$ cat src/rtl/program_loader.sv
// Purpose : streams a program image (count byte, 4-byte big-endian words, XOR checksum) into instruction memory.
// Latency : prog_write pulses for one cycle, in the cycle right after the 4th byte of a word is accepted.
// Backpressure: in_ready is low outside COUNT/DATA/CHECK; an in_valid gap holds all state unchanged.
//
// Ports:
//   clk, clr (async active-low)     clock / reset
//   start                           one-cycle load request, honoured only in IDLE/DONE/ERR
//   in_data/in_valid/in_ready       byte stream handshake
//   prog_write/prog_addr/prog_data  instruction-memory write port (all registered)
//   cpu_clr                         holds the processor in clear until a good load finishes
//   done/error                      registered load outcome flags
module program_loader #(
    parameter logic [7:0] BASE_ADDR = 8'h00
) (
    input  logic        clk,
    input  logic        clr,
    input  logic        start,
    input  logic [7:0]  in_data,
    input  logic        in_valid,
    output logic        in_ready,
    output logic        prog_write,
    output logic [7:0]  prog_addr,
    output logic [31:0] prog_data,
    output logic        cpu_clr,
    output logic        done,
    output logic        error
);

    typedef enum logic [2:0] {
        IDLE  = 3'd0,
        COUNT = 3'd1,
        DATA  = 3'd2,
        WRITE = 3'd3,
        CHECK = 3'd4,
        DONE  = 3'd5,
        ERR   = 3'd6
    } state_t;

    state_t      state;
    state_t      next_state;

    // Nine bits so that a count byte of 8'h00 can stand for 256 words.
    logic [8:0]  words_left;
    logic [1:0]  byte_idx;
    logic [7:0]  xor_acc;
    logic [23:0] partial;    // first three bytes of the word being assembled
    logic [7:0]  addr_cnt;
    logic        accept;

    assign in_ready = (state == COUNT) || (state == DATA) || (state == CHECK);
    assign accept   = in_valid && in_ready;

    always_comb begin
        next_state = state;
        case (state)
            IDLE, DONE, ERR: begin
                if (start) next_state = COUNT;
            end
            COUNT: begin
                if (accept) next_state = DATA;
            end
            DATA: begin
                if (accept && (byte_idx == 2'd3)) next_state = WRITE;
            end
            WRITE: begin
                next_state = (words_left == 9'd1) ? CHECK : DATA;
            end
            CHECK: begin
                if (accept) next_state = (in_data == xor_acc) ? DONE : ERR;
            end
            default: next_state = IDLE;
        endcase
    end

    always_ff @(posedge clk or negedge clr) begin
        if (!clr) begin
            state <= IDLE;
        end else begin
            state <= next_state;
        end
    end

    always_ff @(posedge clk or negedge clr) begin
        if (!clr) begin
            words_left <= '0;
            byte_idx   <= '0;
            xor_acc    <= '0;
            partial    <= '0;
            addr_cnt   <= '0;
            prog_write <= 1'b0;
            prog_addr  <= BASE_ADDR;
            prog_data  <= '0;
            cpu_clr    <= 1'b1;
            done       <= 1'b0;
            error      <= 1'b0;
        end else begin
            // Status outputs are registered copies of the state being entered,
            // so they line up exactly with the state register and cannot glitch.
            prog_write <= (next_state == WRITE);
            done       <= (next_state == DONE);
            error      <= (next_state == ERR);
            cpu_clr    <= (next_state != DONE);

            case (state)
                IDLE, DONE, ERR: begin
                    if (start) begin
                        xor_acc  <= '0;
                        byte_idx <= '0;
                        addr_cnt <= BASE_ADDR;
                    end
                end
                COUNT: begin
                    if (accept) begin
                        words_left <= (in_data == 8'h00) ? 9'd256 : {1'b0, in_data};
                    end
                end
                DATA: begin
                    if (accept) begin
                        partial  <= {partial[15:0], in_data};
                        xor_acc  <= xor_acc ^ in_data;
                        byte_idx <= byte_idx + 2'd1;
                        // Load the write port as the word completes so it is
                        // presented from registers during the WRITE cycle.
                        if (byte_idx == 2'd3) begin
                            prog_addr <= addr_cnt;
                            prog_data <= {partial, in_data};
                        end
                    end
                end
                WRITE: begin
                    addr_cnt   <= addr_cnt + 8'd1;
                    words_left <= words_left - 9'd1;
                end
                default: begin
                end
            endcase
        end
    end

endmodule

$ cat config.mk
export PLATFORM = sky130hd
export DESIGN_NAME = program_loader
export DESIGN_NICKNAME = d
export VERILOG_FILES = /design/src/rtl/program_loader.sv
export SDC_FILE = /design/constraint.sdc
export NUM_CORES = 1
export LEC_CHECK = 0
export ABC_CLOCK_PERIOD_IN_PS = 1820
export CAP_MARGIN = 20
export CORE_MARGIN = 4
export CORE_UTILIZATION = 41
export DETAILED_ROUTE_END_ITERATION = 7
export PLACE_DENSITY = 0.68
export SKIP_LAST_GASP = 1
export SYNTH_ARGS = -nofsm -noshare
export SYNTH_HDL_FRONTEND = slang
export SYNTH_SLANG_ARGS = --single-unit
$ cat constraint.sdc
create_clock -name clk -period 1.82 [get_ports clk]
set_input_delay 0.364 -clock clk [delete_from_list [all_inputs] [get_ports clk]]
set_output_delay 0.364 -clock clk [all_outputs]
set_load 0.1 [all_outputs]
==> out/qor_table.md <==
| Item | This run | Unit |
| --- | --- | --- |
| Result of the run | finished, violations left | - |
| Violations in the final reports | setup timing | - |
| Initial antenna violation count | 0 | - |
| Pwr dens | 1940 | nW/um2 |
| Drt pass-1 iters | 4 | - |
| Final critical-path share of the clock period | 110 | % |
| Top cells by area, synth | sky130_fd_sc_hd__dfrtp_1 (56%), sky130_fd_sc_hd__mux2_2 (10%), sky130_fd_sc_hd__nand2_1 (7.6%) | - |
| Setup repair after global routing missed its margin | yes | - |
| Main synth FF type | sky130_fd_sc_hd__dfrtp_1 | - |
| Kind of critical path | reg -> reg | - |
| Detail Placement HPWL | 6880 | um |
| Headroom to the max-slew limit | 59.7 | % |
| Number of clock buffers inserted by TritonCTS | 9 | - |
| Maximum number of pins on one net before global-route repair | 44 | - |
| Hold_sp | addr_cnt[7] | - |
| Clock transition time at the flip-flop clock pins of the worst setup and hold paths | 100 | ps |
| Mean Syn Cell Area | 11.1 | um2 |
| Most frequent cell after synthesis | sky130_fd_sc_hd__dfrtp_1 | - |
| Metal3 WL | 559 | um |
| Met2 Routed Length | 5130 | um |
| Count of unresolved DRC violations after routing | 0 | - |
| Synthesized netlist net count | 406 | - |
| Reported max-cap violation count | 0 | - |
| Average wire per standard cell | 15.9 | um |
| Placement row count | 37 | - |
| Io pins | 57 | - |
| Worst setup path startpoint | words_left[1] | - |
| Fraction of layout instances using a drive strength above 1 | 38.8 | % |
| Worst vdd ir | 1.43 | mV |
| Wire length of the first global-routing pass | 16800 | um |
| Final Critical Period | 2010 | ps |
| Die X | 111 | um |
| Initial core utilization | 42.0 | % |
| Crit. End Element | register | - |
| Worst-case clock buffer depth | 2 | - |
| Leading area contributor after synthesis | sky130_fd_sc_hd__dfrtp_1 | - |
| Post-synthesis cell area | 4340 | um2 |
| Worst R2R Start | words_left[1] | - |
| Remaining Overflow, GRT | 0 | - |
| Design Power | 12300 | uW |
| GP Congestion | 0.916 | - |
| Number of flip-flops and latches in the synthesized netlist | 98 | - |
| Iteration-0 DRC count of the detailed router | 225 | - |
| Top cells by instance count after synthesis | sky130_fd_sc_hd__dfrtp_1 (97), sky130_fd_sc_hd__nand2_1 (88), sky130_fd_sc_hd__mux2_2 (40) | - |
| Fraction of synthesized cell area taken by the top area cell type | 56.0 | % |
| Maximum level of the CTS H-tree | 3 | - |
| Pins Over Slew Limit | 0 | - |
| Path class of the lowest-slack min-delay path | reg -> reg | - |
| All-layer global routing usage | 16.5 | % |
| Number of warnings issued by yosys | 0 | - |
| Share of flip-flops with an asynchronous set or reset after synthesis | 100 | % |
| Number of instances in the synthesized netlist | 390 | - |
| Highest net fanout along the worst path | 4 | - |
| Number of inserted diodes | 0 | - |
| Leakage | 0.00293 | uW |
| Overall routed net length | 10200 | um |
| Final core area utilization | 61.4 | % |
| Final design area excluding fillers | 6340 | um2 |
| Top Metal Used | met4 | - |
| Worst EP required | 2120 | ps |
| Number of global-route vias before repair | 3464 | - |
| Clock tree root buffer cell | sky130_fd_sc_hd__clkbuf_8 | - |
| Via count of the routed design | 3396 | - |
| Net count, final | 516 | - |
| Tightest Pin Transition | 598 | ps |
| Insertion delay to the later sink of the worst-skew pair | 370 | ps |
| Sequential element share of the synthesized area | 56.6 | % |
| Cell area reported after detailed placement | 5810 | um2 |
| Core box area | 10300 | um2 |
| TritonCTS clock tree | yes | - |
| Worst Setup Slack, final | -185 | ps |
| Final-report hold violation count | 0 | - |
| # clock sinks | 98 | - |
| Height of the die | 111 | um |
| Peak Freq | 499 | MHz |
| Smallest hold slack | 475 | ps |
| Area Growth Syn to Fin | 46.2 | % |
| Met1 Wirelength | 4330 | um |
| Data arrival, critical path | 2310 | ps |
| Clock tree skew after final layout | 6.92 | ps |
| Die Footprint | 12300 | um2 |
| Number of buffers inserted by port buffering | 56 | - |
| Sort of element at the start of the critical path | register | - |
| Routed Antenna Nets | 0 | - |
| Detail-routed via count per cell | 5.30 | - |
| Count of endpoints failing setup in the final report | 25 | - |
| Library cells used by synthesis | 55 | - |
| Number of enable-type register cells in the synthesized netlist | 0 | - |
[where the power goes]
part	internal (uW)	leakage, uW	switching [uW]
combinational	2790	0.00162	4190
clock	665	0.000108	817
sequential	2990	0.00120	837
total	6440	0.00293	5840
[critical path: stages (launching register included)]
cell and delay (ps):
sky130_fd_sc_hd__dfrtp_1 400, sky130_fd_sc_hd__inv_2 80, sky130_fd_sc_hd__ha_4 130, sky130_fd_sc_hd__or4b_4 450, sky130_fd_sc_hd__or3_4 370, sky130_fd_sc_hd__o22a_1 260, sky130_fd_sc_hd__a211o_1 250
[worst paths after layout]
path / cells past startpoint / to / slack [ps]
setup / recovery: 6 / cpu_clr / -190
hold / removal: 1 / addr_cnt[7] / 480
setup reg to reg: 6 / cpu_clr / -190
hold reg to reg: 1 / addr_cnt[7] / 480
max in group asynchronous: 3 / partial[16] / 670
min in group asynchronous: 2 / prog_addr[5] / 530
[cells by family after synthesis]
family / share of synthesized area, %
and+or+nand+nor: 17.4
DFF: 56.6
adders and majority gates: 1.38
AOI/OAI and AO/OA: 8.74
buffers and inverters: 2.51
xor gates and xnor gates: 2.02
muxes: 11.4
[area by class of cell]
cell class,instances,area [um2]
Timing Repair Buffer,114,1510
Multi-Input combinational cell,267,1960
Inverter,10,37.5
Fill cell,775,3980
Tap cell,136,170
Sequential cell,98,2460
Clock buffer,9,124
Clock inverter,7,83.8
[metrics by stage]
stage               std cells  setup TNS (ps)  worst slack (ps)
detailed placement        606          -11260              -409
finish                    641           -1040              -185
floorplan                 390           -63.4             -63.4
global route              641           -4090              -223
CTS                       631           -2010              -224
global placement          606           -8930              -369
[layer usage]
metal,vias to the layer above,track usage [%]
met5,-,0
met1,1711,21.8
met3,15,3.06
li1,1587,-
met2,83,26.6
met4,0,7.06
[flip-flops by register name (all words and copies together) (netlist names)]
| name | count |
|---|---|
| prog_data | 32 |
| partial | 24 |
| words_left | 9 |
| addr_cnt | 8 |
| prog_addr | 8 |
| xor_acc | 8 |
| state | 3 |
| byte_idx | 2 |
| cpu_clr | 1 |
| done | 1 |
| error | 1 |
| prog_write | 1 |
[placed cells by master, fill, tap and decap left out, types with 4 or more instances in the layout]
| master | netlist | final |
|---|---|---|
| sky130_fd_sc_hd__nand2_1 | 88 | 86 |
| sky130_fd_sc_hd__mux2_2 | 40 | 39 |
| sky130_fd_sc_hd__buf_4 | 3 | 52 |
| sky130_fd_sc_hd__nor3b_2 | 0 | 6 |
| sky130_fd_sc_hd__a211o_1 | 9 | 9 |
| sky130_fd_sc_hd__dfrtp_1 | 97 | 95 |
| sky130_fd_sc_hd__a21oi_1 | 7 | 6 |
| sky130_fd_sc_hd__buf_12 | 0 | 50 |
| sky130_fd_sc_hd__a31oi_1 | 4 | 4 |
| sky130_fd_sc_hd__nor2_1 | 9 | 9 |
| sky130_fd_sc_hd__xnor2_1 | 8 | 8 |
| sky130_fd_sc_hd__nor3b_1 | 16 | 10 |
| sky130_fd_sc_hd__clkbuf_8 | 0 | 9 |
| sky130_fd_sc_hd__inv_1 | 10 | 7 |
| sky130_fd_sc_hd__o21ai_0 | 11 | 8 |
| sky130_fd_sc_hd__nand3_1 | 10 | 9 |
| sky130_fd_sc_hd__clkdlybuf4s50_1 | 0 | 9 |
[what timing repair did]
action	4_1_cts	5_1_grt
cloned	1	0
setup endpoints to repair	10	21
endpoints found under the hold margin	31	0
buffers inserted	7	10
resized for setup	9	35
hold buffers	1	0
pin swaps	5	14
Power figures use the tool's default switching activity.
